`src/rtl/loopback_fifo.sv`:
```
// loopback_fifo: single-channel byte FIFO with valid/ready on both sides.
// Storage has no reset so it can map onto distributed or block RAM.
module loopback_fifo #(
    parameter int DEPTH = 16
) (
    input  logic       clk_i,
    input  logic       rstn_i,
    input  logic [7:0] wr_data_i,
    input  logic       wr_valid_i,
    output logic       wr_ready_o,
    output logic [7:0] rd_data_o,
    output logic       rd_valid_o,
    input  logic       rd_ready_i
);
    localparam int AW = $clog2(DEPTH);

    logic [7:0]    r_mem [DEPTH];
    logic [AW-1:0] r_wptr;
    logic [AW-1:0] r_rptr;
    logic [AW:0]   r_count;
    logic          w_push;
    logic          w_pop;

    assign wr_ready_o = r_count != (AW+1)'(DEPTH);
    assign rd_valid_o = r_count != '0;
    // Mask the head while empty so unreset storage never leaks X onto the output
    assign rd_data_o  = rd_valid_o ? r_mem[r_rptr] : 8'h00;
    assign w_push     = wr_valid_i && wr_ready_o;
    assign w_pop      = rd_valid_o && rd_ready_i;

    always_ff @(posedge clk_i) begin
        if (w_push) r_mem[r_wptr] <= wr_data_i;
    end

    always_ff @(posedge clk_i or negedge rstn_i) begin
        if (!rstn_i) begin
            r_wptr  <= '0;
            r_rptr  <= '0;
            r_count <= '0;
        end else begin
            if (w_push) r_wptr <= r_wptr + AW'(1);
            if (w_pop) r_rptr <= r_rptr + AW'(1);
            r_count <= r_count + (AW+1)'(w_push) - (AW+1)'(w_pop);
        end
    end
endmodule

```
`src/rtl/loopback_nch.sv`:
```
// loopback_nch: per-channel byte loopback through FIFOs, with optional channel
// rotation and a stretched activity LED.
module loopback_nch #(
    parameter int CHANNELS = 2,
    parameter int DEPTH    = 16,
    parameter int ROTATE   = 0,
    parameter int LED_BITS = 22
) (
    input  logic                  clk_i,
    input  logic                  rstn_i,
    input  logic [8*CHANNELS-1:0] out_data_i,
    input  logic [CHANNELS-1:0]   out_valid_i,
    output logic [CHANNELS-1:0]   out_ready_o,
    output logic [8*CHANNELS-1:0] in_data_o,
    output logic [CHANNELS-1:0]   in_valid_o,
    input  logic [CHANNELS-1:0]   in_ready_i,
    output logic                  led_o
);
    logic [CHANNELS-1:0] w_wr_ready;
    logic [LED_BITS-1:0] r_act;
    logic [LED_BITS-1:0] w_act_nxt;
    logic                r_led;

    genvar d, s;
    for (d = 0; d < CHANNELS; d++) begin : g_dst
        localparam int SRC = (ROTATE != 0) ? (d + CHANNELS - 1) % CHANNELS : d;
        loopback_fifo #(.DEPTH(DEPTH)) u_fifo (
            .clk_i      (clk_i),
            .rstn_i     (rstn_i),
            .wr_data_i  (out_data_i[8*SRC +: 8]),
            .wr_valid_i (out_valid_i[SRC]),
            .wr_ready_o (w_wr_ready[d]),
            .rd_data_o  (in_data_o[8*d +: 8]),
            .rd_valid_o (in_valid_o[d]),
            .rd_ready_i (in_ready_i[d])
        );
    end

    for (s = 0; s < CHANNELS; s++) begin : g_src
        localparam int DST = (ROTATE != 0) ? (s + 1) % CHANNELS : s;
        assign out_ready_o[s] = w_wr_ready[DST];
    end

    always_comb begin
        w_act_nxt = r_act;
        if (|(out_valid_i & out_ready_o)) w_act_nxt = '1;
        else if (r_act != '0) w_act_nxt = r_act - LED_BITS'(1);
    end

    always_ff @(posedge clk_i or negedge rstn_i) begin
        if (!rstn_i) begin
            r_act <= '0;
            r_led <= 1'b0;
        end else begin
            r_act <= w_act_nxt;
            r_led <= w_act_nxt != '0;
        end
    end

    assign led_o = r_led;
endmodule
```
`config.mk`:
```
export PLATFORM = sky130hd
export DESIGN_NAME = loopback_nch
export DESIGN_NICKNAME = d
export VERILOG_FILES = /design/src/rtl/loopback_fifo.sv /design/src/rtl/loopback_nch.sv
export SDC_FILE = /design/constraint.sdc
export NUM_CORES = 1
export LEC_CHECK = 0
export CORE_MARGIN = 5
export CORE_UTILIZATION = 30
export DETAILED_ROUTE_END_ITERATION = 6
export REMOVE_ABC_BUFFERS = 1
export SYNTH_ARGS = -nofsm -noshare
export SYNTH_HDL_FRONTEND = slang
export SYNTH_HIERARCHICAL = 1
export SYNTH_SLANG_ARGS = --single-unit
```
`constraint.sdc`:
```
create_clock -name clk_i -period 3.1 [get_ports clk_i]
set_clock_uncertainty 0.1 [all_clocks]
set_input_delay 0.93 -clock clk_i [delete_from_list [all_inputs] [get_ports clk_i]]
set_output_delay 0.93 -clock clk_i [all_outputs]
set_load 0.005 [all_outputs]
```
# Yosys cells after proc, flatten, opt, wreduce, memory -nomap -nowiden
# Memory sizes are Yosys's and may differ from the RTL's.
# Index checks and enable logic that the tools add are counted.
op_classes:
  n_reduce_logical: 9
  n_addsub: 9
  magnitude_cmp: 0
  bitwise: 1
  multipliers: 0
  n_div: 0
  mux: 8
  n_shift: 0
  eq_ne: 2
op_table:
  columns: ["cell", "n"]
  rows:
  - ["2-to-1 mux 22 bit", 2]
  - ["nonzero test 22 bit", 2]
  - ["subtractor 22 x 1 -> 22 bit (second input constant)", 1]
  - ["adder 4 x 1 -> 4 bit (second input constant)", 4]
  - ["2-to-1 mux 8 bit", 2]
  - ["adder 5 x 1 -> 5 bit", 2]
  - ["inequality test 5 bit (second input constant)", 2]
  - ["nonzero test 5 bit", 2]
  - ["subtractor 5 x 1 -> 5 bit", 2]
  - ["logical AND 1 bit", 4]
  - ["2-to-1 mux 1 bit", 4]
  - ["AND 2 bit", 1]
  - ["OR reduction 2 bit", 1]
word_totals:
  n_memories: 2
  latchBits: 0
  ram_bits: 256
  in_bits: 22
  mem_bits_ro: 0
  wordCells: 39
  out_inout_bits: 21
  reg_bits: 49
memory_table:
  columns: ["memory", "depth", "width", "read_ports", "rd_clocked_by_memory_dff", "wr", "line_no", "rtl"]
  rows:
  - ["g_dst[0].u_fifo.r_mem", 16, 8, 1, 0, 1, "loopback_fifo.sv:17", "logic [7:0] r_mem [DEPTH];"]
  - ["g_dst[1].u_fifo.r_mem", 16, 8, 1, 0, 1, "loopback_fifo.sv:17", null]

# Depth between registers and ports, before layout
# Gate-level depths: netlist (run 1).
depth:
  word_depth: 5
  ltp_mapped: 15
  mapped_depth_nobuf: 14

# Cells and area by module
# The synthesis (run 1) kept the hierarchy.
by_module_without_submodules:
  columns: ["module", "seq_area_each_um2", "cells_each", "instances", "area_each_um2"]
  rows:
  - ["loopback_fifo", 4169.0, 294, 2, 5879.4]
  - ["loopback_nch", 575.6, 141, 1, 1408.9]

# Worst setup path after synthesis (run 1)
# Ideal clock, no wire load.
synth_path:
  path_kind: "input to register"
  from: "in out_valid_i[0]"
  to: "reg g_dst[0].u_fifo.r_count[4]"
  t_arrival_ns: 2.570
  setup_ns: 0.080
  path_buffers: 1
  slack_ns: 0.350
  required_time_ns: 2.920
  stages: 12
  path_cell_list: "and2_1 > clkbuf_2 > inv_1 > ha_1 > inv_1 > ha_1 > inv_1 > fa_1 > inv_1 > a21oi_1 > o21bai_1 > xnor2_1"
synth_via:
  elab_chain_len: 3
synth_rtl:
  columns: ["item", "line_no", "rtl"]
  rows:
  - ["start: declaration", "loopback_nch.sv:12", "input logic [CHANNELS-1:0] out_valid_i,"]
  - ["logical AND 1 bit", "loopback_fifo.sv:28", "assign w_push = wr_valid_i && wr_ready_o;"]
  - ["adder 5 x 1 -> 5 bit", "loopback_fifo.sv:43", "r_count <= r_count + (AW+1)'(w_push) - (AW+1)'(w_pop);"]
  - ["subtractor 5 x 1 -> 5 bit", "loopback_fifo.sv:43", null]
  - ["end signal: assignment", "loopback_fifo.sv:43", null]
  - ["end: declaration", "loopback_fifo.sv:20", "logic [AW:0] r_count;"]
# No other way between the ends.
# A chain may end at the register's enable or synchronous reset.

# Worst setup path after layout (run 1)
layout_path:
  from: "reg g_dst[1].u_fifo.r_rptr[0]"
  to: "out in_data_o[14]"
layout_via:
  elab_chain_len: 2
layout_rtl:
  columns: ["item", "line_no", "rtl"]
  rows:
  - ["start: declaration", "loopback_fifo.sv:19", "logic [AW-1:0] r_rptr;"]
  - ["start signal: assignment", "loopback_fifo.sv:42", "if (w_pop) r_rptr <= r_rptr + AW'(1);"]
  - ["memory read (16 x 8 bit)", null, null]
  - ["2-to-1 mux 8 bit", "loopback_fifo.sv:27", "assign rd_data_o = rd_valid_o ? r_mem[r_rptr] : 8'h00;"]
  - ["end: declaration", "loopback_nch.sv:14", "output logic [8*CHANNELS-1:0] in_data_o,"]
# No other way between the ends.

==> results.cfg, run 1 <==
[status]
outcome = complete, but fails checks
violations = setup timing

[floorplanning]
io_pins = 43
fp.dieW_um = 220
die_height_um = 220
num_rows = 76
core_um2 = 43300
start_util_pct = 30.4
fp.dieArea_um2 = 48200

[synth]
synth_top_area_cell = edfxtp_1
synth_area_um2 = 13200
ys_types = 62
synth_seq_cells = 305
ys_async_sr_fraction_pct = 16.1
synth_edf_count = 256
synth.area.top_cells = edfxtp_1, dfrtp_1, mux4_1
ys_seq_area_share_pct = 67.7
synthCells = 729
yosys_warnings = 6
synthFlopType = edfxtp_1
synth.avg_cell_area_um2 = 18.1
synth.top_cell.area_share_pct = 58.4

[global_route]
grt_max_degree = 36
grt_overflow = 0
antenna_found_initial = 0
grt_pass1_wl_um = 43200
grt_pass1_vias = 7220
grt_util_all_layers_pct = 11.7

[clocking]
cts_tree = built
htreeDepth = 2
worstSkewPairLatency_ps = 520
cts.sink_count = 305
root_buffer = clkbuf_16
cts.clk_slew.worst_paths_ps = 60
cts_made_buffers = 34
clk_path_buf_depth = 3

[critical_path]
crit_type = reg -> out
crit_required_ps = 2070
startpoint_type = flip-flop
r2r-start = r_act[0]$_DFF_PN0_
crit_fanout = 6
setup.worst_path.end_class = output pin
regToRegSetupSlack_ps = 300
r2r_end = led_o$_DFF_PN0_
crit_start = g_dst[1].u_fifo/r_rptr[0]$_DFFE_PN0P_
critPathCapture = in_data_o[14]
crit_arrival_ps = 2340
r2r_cells = 9

[pwr]
p_per_area_nw_per_um2 = 894
power.leakage_nw = 5.60
peakVddDrop_mv = 0.594

[job]
cap_violations = 0

[sta]
tns_ps = -3360
fin_ws_ps = -274
slew_headroom_pct = 39.9
hold_violations = 0
worstMarginPinSlew_ps = 901
period_minus_slack_ps = 3370
final_max_slew_viol_count = 0
rsz0062_at_grt = true
fin_hold_ws_ps = 367
setup_viol = 16
clock.fmax_ghz = 0.296
min_period_over_period_pct = 109

[detailed_routing]
firstDrtPassIters = 6
vias = 6933
viasPerCell = 4.68
wl_per_cell_um = 18.7
ant_nets = 0
drc_errors = 0
drt_iter0_markers = 430
routed_wl_um = 27700

[placed_design]
portBuffers = 42
gp_congestion = 0.792
hpwlAfterDp_um = 17600

[finish]
seq_area_um2 = 8920
final_cell_mix = edfxtp_1, buf_4, mux4_2
layout_commonest_cell = edfxtp_1
multi_input_area_um2 = 3980
num-nets-final = 921
syn_to_final_growth_pct = 24.5
nFillCells = 3997
drive_gt1_share_pct = 35.6
n_antenna_cell = 0

[min_path]
min_path_type = in -> async
## cells by family (layout without fill, tap and decap cells)
kind of cell	count (synthesis)	in the layout	synth area share [%]
flops	305	305	67.7
simple gates	137	137	7.15
mux	82	82	13.2
compound gates	78	78	4.23
buf+inv	74	242	3.34
xor+xnor	28	28	1.86
fa+ha+maj	25	25	2.49
## registers in the layout, indices dropped and copies added, names as in the netlist
register,count
g_dst.u_fifo/r_count,10
led_o,1
g_dst.u_fifo/r_rptr,8
g_dst.u_fifo/r_wptr,8
g_dst.u_fifo/r_mem,256
r_act,22
## per-layer routing
layer  track usage [%]  routed length (um)  vias to the layer above
met4              3.04                 524                        0
met3              2.29                1270                       40
met1              16.5               12700                     3565
met2              18.6               13200                      152
met5                 0                   0                        -
li1                  -                   -                     3176
## layout make-up
| type | count | area share [%] |
|---|---|---|
| Clock inverter | 19 | 1.16 |
| Multi-Input combinational cell | 350 | 24.3 |
| Inverter | 36 | 0.824 |
| Clock buffer | 40 | 5.72 |
| Timing Repair Buffer | 147 | 9.19 |
| Sequential cell | 305 | 54.4 |
| Tap cell | 585 | 4.46 |
## worst min path at each step
stage                                                 end  slack [ps]                 from
floorplan                             r_act[18]$_DFF_PN0_         410  r_act[18]$_DFF_PN0_
global placement                      r_act[18]$_DFF_PN0_         460  r_act[18]$_DFF_PN0_
detailed placement                    r_act[18]$_DFF_PN0_         460  r_act[18]$_DFF_PN0_
CTS                                    r_act[6]$_DFF_PN0_         360               rstn_i
global route        g_dst[1].u_fifo/r_rptr[3]$_DFFE_PN0P_         400               rstn_i
finish               g_dst[0].u_fifo/r_count[1]$_DFF_PN0_         370               rstn_i
## synth_stat cells, types with 3 or more instances
| cell type | number |
|---|---|
| a211oi_1 | 32 |
| a21o_1 | 3 |
| a21oi_1 | 10 |
| and2_1 | 19 |
| and2b_1 | 10 |
| buf_2 | 5 |
| buf_4 | 8 |
| buf_6 | 7 |
| clkbuf_1 | 6 |
| clkbuf_2 | 4 |
| clkbuf_4 | 4 |
| dfrtp_1 | 49 |
| edfxtp_1 | 256 |
| ha_1 | 23 |
| inv_1 | 36 |
| mux2i_1 | 16 |
| mux4_1 | 32 |
| mux4_2 | 32 |
| nand2_1 | 19 |
| nand3_1 | 9 |
| nand4_1 | 9 |
| nor2_1 | 14 |
| nor2b_1 | 8 |
| nor3_1 | 5 |
| nor3b_1 | 4 |
| nor4_1 | 13 |
| nor4_4 | 3 |
| nor4b_4 | 3 |
| o211ai_1 | 3 |
| o21ai_0 | 9 |
| o311ai_0 | 3 |
| o31ai_1 | 8 |
| or2_2 | 4 |
| xnor2_1 | 21 |
| xor2_1 | 7 |
## critical path, stage by stage (launching register included)
cell      delay, ps
dfrtp_2         450
buf_12          140
buf_6           100
mux4_2          490
nor2b_4         140
a211oi_2        270
a211oi_2        100
buf_2           140
## timing repair
item,4_1_cts,5_1_grt
hold buffers,0,0
gates cloned,4,0
pin swaps,28,20
endpoints found under the setup margin,18,17
gates resized for setup,156,16
setup buffers,22,8
## per-stage QoR
stage	instance area, um2	setup slack (ps)	total power, mW	instances	utilization, %
floorplan	12900	-313	7.83	691	-
global placement	14800	-173	9.87	1393	34.3
detailed placement	14800	-197	9.91	1393	34.3
CTS	16300	-306	14.8	1476	37.8
global route	16400	-356	15.4	1482	37.9
finish	16400	-274	14.7	1482	37.9
## report_power, final
| group | total [mW] | internal [mW] | switching [mW] | leakage, nW |
|---|---|---|---|---|
| Combinational | 5.25 | 2.86 | 2.38 | 2.22 |
| Sequential | 5.40 | 4.99 | 0.410 | 2.82 |
| Clock | 4.01 | 2.42 | 1.59 | 0.557 |
Power figures use the tool's default switching activity.
==> run 2, diff against run 1 <==
--- a/config.mk
+++ b/config.mk
@@ -5,6 +5,7 @@
 export SDC_FILE = /design/constraint.sdc
 export NUM_CORES = 1
 export LEC_CHECK = 0
+export CORE_ASPECT_RATIO = 0.6
 export CORE_MARGIN = 5
 export CORE_UTILIZATION = 30
 export DETAILED_ROUTE_END_ITERATION = 6
==> results.cfg, run 2 (synthesis results as in run 1) <==
[min_path]
min_path_type = in -> async

[pwr]
power.leakage_nw = 5.57
p_per_area_nw_per_um2 = 876
peakVddDrop_mv = 0.525

[global_route]
antenna_found_initial = 1
grt_overflow = 0
grt_util_all_layers_pct = 11.7
grt_max_degree = 30
grt_pass1_wl_um = 43700
grt_pass1_vias = 7092

[finish]
layout_commonest_cell = edfxtp_1
final_cell_mix = edfxtp_1, buf_4, mux4_2
seq_area_um2 = 8920
syn_to_final_growth_pct = 23.5
nFillCells = 3953
largest_register_ffs = 256
multi_input_area_um2 = 3980
regMostFlops = g_dst.u_fifo/r_mem
num-nets-final = 916
reg_top3 = g_dst.u_fifo/r_mem (256), r_act (22), g_dst.u_fifo/r_count (10)
drive_gt1_share_pct = 33.1
n_antenna_cell = 0

[clocking]
worstSkewPairLatency_ps = 560
cts_tree = built
cts.clk_slew.worst_paths_ps = 60
cts_made_buffers = 30
cts.sink_count = 305
clk_path_buf_depth = 3
htreeDepth = 1
root_buffer = clkbuf_16

[floorplanning]
fp.dieW_um = 280
io_pins = 43
die_height_um = 172
start_util_pct = 30.4
num_rows = 59
fp.dieArea_um2 = 48300
core_um2 = 43300

[sta]
period_minus_slack_ps = 3400
worstMarginPinSlew_ps = 916
rsz0062_at_grt = true
hold_violations = 0
fin_ws_ps = -302
fin_hold_ws_ps = 242
slew_headroom_pct = 38.9
min_period_over_period_pct = 110
clock.fmax_ghz = 0.294
final_max_slew_viol_count = 0
setup_viol = 16

[detailed_routing]
routed_wl_um = 28100
vias = 6981
drc_errors = 0
ant_nets = 0
firstDrtPassIters = 5
wl_per_cell_um = 19.1
drt_iter0_markers = 569
viasPerCell = 4.75

[critical_path]
critPathTopFamily = multiplexers
cp.buffers_inverters = 3
cp_cell_sequence = buf_6, buf_4, mux4_1, and2b_1, a211oi_2, a211oi_1, buf_2
crit_required_ps = 2070
crit_type = reg -> out
crit_slowest_cell = mux4_1
max_stage_delay_ps = 520
crit_arrival_ps = 2370
setup.worst_path.end_class = output pin
crit_fanout = 5
startpoint_type = flip-flop

[placed_design]
gp_congestion = 0.774
dp_slack_ps = -175
hpwlAfterDp_um = 18600
portBuffers = 42

[job]
cap_violations = 0

[status]
violations = setup timing
outcome = complete, but fails checks
run 2: cell types whose count changed in the layout (fill, tap and decap cells not counted), moves of 6 or more:
cell,before,now
mux4_1,3,9
mux4_2,61,55
mux2i_2,11,2
mux2i_1,3,11
clkbuf_16,37,31
run 2: final timing paths:
check	slack (ps)	from	cells after the start	to
setup / recovery	-300	g_dst[0].u_fifo/r_rptr[0]$_DFFE_PN0P_	7	in_data_o[2]
hold / removal	240	rstn_i	1	r_act[10]$_DFF_PN0_
setup reg to reg	220	r_act[8]$_DFF_PN0_	7	led_o$_DFF_PN0_
hold reg to reg	490	g_dst[0].u_fifo/r_count[0]$_DFF_PN0_	1	g_dst[0].u_fifo/r_count[0]$_DFF_PN0_
max in group asynchronous	1910	rstn_i	2	g_dst[0].u_fifo/r_rptr[0]$_DFFE_PN0P_
min in group clk_i	490	g_dst[0].u_fifo/r_count[0]$_DFF_PN0_	1	g_dst[0].u_fifo/r_count[0]$_DFF_PN0_
run 2: routing by layer:
layer | GRT usage (%) | vias up | share of wire (%) | wire (um)
li1 | - | 3163 | - | -
met1 | 19.2 | 3583 | 52 | 14600
met2 | 15.6 | 185 | 40 | 11200
met3 | 2.54 | 48 | 6.1 | 1720
met4 | 2.57 | 2 | 2.1 | 585
met5 | 0 | - | 0.039 | 11
run 2: cell type report:
type	count	area share [%]
clock buffer	33	4.82
clock inverter	22	1.53
inverter	36	0.831
multi-input combinational	350	24.5
sequential	305	54.8
tap	579	4.46
timing repair buffer	146	9.03
run 2: per-stage QoR:
stage	cells	util (%)	TNS, ps	total power, mW	instance area [um2]
2_1_floorplan	691	-	-4670	7.83	12900
3_3_place_gp	1393	34.2	-1120	9.77	14800
3_5_place_dp	1393	34.2	-1440	9.83	14800
4_1_cts	1466	37.3	-4530	14.3	16200
5_1_grt	1471	37.5	-5380	15.0	16300
6_report	1471	37.5	-3640	14.2	16300
run 2: what timing repair did:
action,CTS,global route
hold endpoints to repair,0,0
setup endpoints to repair,18,19
gates cloned,2,0
pin swaps,25,21
resized for setup,148,26
hold buffers,0,0
setup buffers,16,9
run 2: where the power goes:
| part | leakage (nW) | switching [mW] | internal, mW |
|---|---|---|---|
| sequential | 2.82 | 0.392 | 4.98 |
| clock | 0.508 | 1.57 | 2.24 |
| combinational | 2.25 | 2.31 | 2.74 |
==> run 3, diff against run 2 <==
--- a/config.mk
+++ b/config.mk
@@ -7,8 +7,9 @@
 export LEC_CHECK = 0
 export CORE_ASPECT_RATIO = 0.6
 export CORE_MARGIN = 5
-export CORE_UTILIZATION = 30
+export CORE_UTILIZATION = 60
 export DETAILED_ROUTE_END_ITERATION = 6
+export PLACE_DENSITY = 0.78
 export REMOVE_ABC_BUFFERS = 1
 export SYNTH_ARGS = -nofsm -noshare
 export SYNTH_HDL_FRONTEND = slang
==> results.cfg, run 3 (synthesis results as in run 1) <==
[floorplanning]
die_height_um = 125
io_pins = 43
core_um2 = 21800
num_rows = 42
start_util_pct = 60.4
fp.dieW_um = 201
fp.dieArea_um2 = 25100

[finish]
reg_top3 = g_dst.u_fifo/r_mem (256), r_act (22), g_dst.u_fifo/r_count (10)
drive_gt1_share_pct = 32.7
layout_commonest_cell = edfxtp_1
n_antenna_cell = 0
regMostFlops = g_dst.u_fifo/r_mem
largest_register_ffs = 256
syn_to_final_growth_pct = 18.6
nFillCells = 1272
num-nets-final = 907
multi_input_area_um2 = 3930
seq_area_um2 = 8920
final_cell_mix = edfxtp_1, buf_4, mux4_2
final_util_pct = 71.6

[min_path]
min_path_type = in -> async

[placed_design]
gp_congestion = 0.813
portBuffers = 42
hpwlAfterDp_um = 18300

[detailed_routing]
firstDrtPassIters = 5
drt_iter0_markers = 801
viasPerCell = 6.25
ant_nets = 0
routed_wl_um = 28300
wl_per_cell_um = 24.2
drc_errors = 0
vias = 7295

[global_route]
grt_overflow = 0
grt_max_degree = 36
antenna_found_initial = 0
grt_util_all_layers_pct = 22.8
grt_pass1_wl_um = 44500
grt_pass1_vias = 7544

[sta]
worstMarginPinSlew_ps = 890
hold_violations = 0
final_max_slew_viol_count = 0
period_minus_slack_ps = 3440
slew_headroom_pct = 40.7
min_period_over_period_pct = 111
rsz0062_at_grt = true
fin_hold_ws_ps = 87.6
clock.fmax_ghz = 0.290
fin_ws_ps = -344
setup_viol = 16

[clocking]
cts_made_buffers = 28
cts_tree = built
worstSkewPairLatency_ps = 540
cts.clk_slew.worst_paths_ps = 60
cts.sink_count = 305
clk_path_buf_depth = 3
htreeDepth = 1
root_buffer = clkbuf_16

[critical_path]
crit_fanout = 7
crit_arrival_ps = 2410
crit_required_ps = 2070
startpoint_type = flip-flop
crit_type = reg -> out
setup.worst_path.end_class = output pin

[pwr]
pwr-share-comb_pct = 35.2
p_sw_share_pct = 29.8
p_clk_share_pct = 26.1
power_frac_seq_pct = 38.7
power.leakage_nw = 5.46
p_sw_mw = 4.19
peakVddDrop_mv = 0.526
p_per_area_nw_per_um2 = 899
internal_power_mw = 9.85

[status]
outcome = complete, but fails checks
violations = setup timing

[job]
cap_violations = 0
==> run 3: power by group through the flow <==
| stage | logic (mW) | clock network (mW) | registers, mW |
|---|---|---|---|
| floorplan | 2.18 | 0 | 5.65 |
| global placement | 4.12 | 0 | 5.40 |
| detailed placement | 4.26 | 0 | 5.46 |
| CTS | 4.84 | 3.72 | 5.42 |
| global route | 5.32 | 3.93 | 5.48 |
| finish | 4.94 | 3.67 | 5.43 |
==> run 3: worst paths after layout <==
kind	cells after the start	slack, ps	start	endpoint
setup / recovery	8	-340	g_dst[1].u_fifo/r_rptr[0]$_DFFE_PN0P_	in_data_o[8]
hold / removal	1	90	rstn_i	r_act[3]$_DFF_PN0_
setup reg to reg	7	240	r_act[8]$_DFF_PN0_	led_o$_DFF_PN0_
hold reg to reg	1	470	g_dst[0].u_fifo/r_rptr[3]$_DFFE_PN0P_	g_dst[0].u_fifo/r_rptr[3]$_DFFE_PN0P_
max in group asynchronous	2	2250	rstn_i	g_dst[1].u_fifo/r_rptr[0]$_DFFE_PN0P_
min in group clk_i	1	470	g_dst[0].u_fifo/r_rptr[3]$_DFFE_PN0P_	g_dst[0].u_fifo/r_rptr[3]$_DFFE_PN0P_
==> run 3: layout make-up <==
type / instances / area share [%]
tap: 286 / 2.29
sequential: 305 / 57.1
multi-input combinational: 350 / 25.2
clock inverter: 17 / 1.57
clock buffer: 34 / 4.77
inverter: 36 / 0.866
timing repair buffer: 139 / 8.21
==> run 3: worst max-delay path, stage by stage, from the launching register on <==
cell	delay [ps]
dfrtp_2	510
buf_4	160
buf_6	90
buf_6	80
mux4_2	500
and2b_1	180
a211oi_2	160
a211oi_2	50
buf_2	150
==> run 3: timing repair <==
| action | 4_1_cts | 5_1_grt |
|---|---|---|
| resized for setup | 156 | 18 |
| endpoints found under the setup margin | 18 | 20 |
| hold buffers | 0 | 0 |
| pin swaps | 26 | 15 |
| buffers inserted | 17 | 10 |
| endpoints found under the hold margin | 0 | 0 |
| cloned | 1 | 0 |
==> run 3: stage by stage <==
step,TNS (ps),cell area (um2),std cells,power [mW],worst slack (ps)
floorplan,-4670,12900,691,7.83,-313
global placement,-610,14300,1091,9.53,-117
detailed placement,-954,14300,1091,9.72,-101
CTS,-4290,15600,1160,14.0,-328
global route,-5560,15600,1167,14.7,-411
finish,-4220,15600,1167,14.0,-344
==> run 3: per-layer routing <==
metal | vias up | GRT usage [%] | wire (um)
met1 | 3756 | 35.3 | 12300
met3 | 28 | 4.76 | 2510
met2 | 368 | 34.8 | 13100
li1 | 3143 | - | -
met4 | 0 | 3.69 | 306
met5 | - | 0 | 0
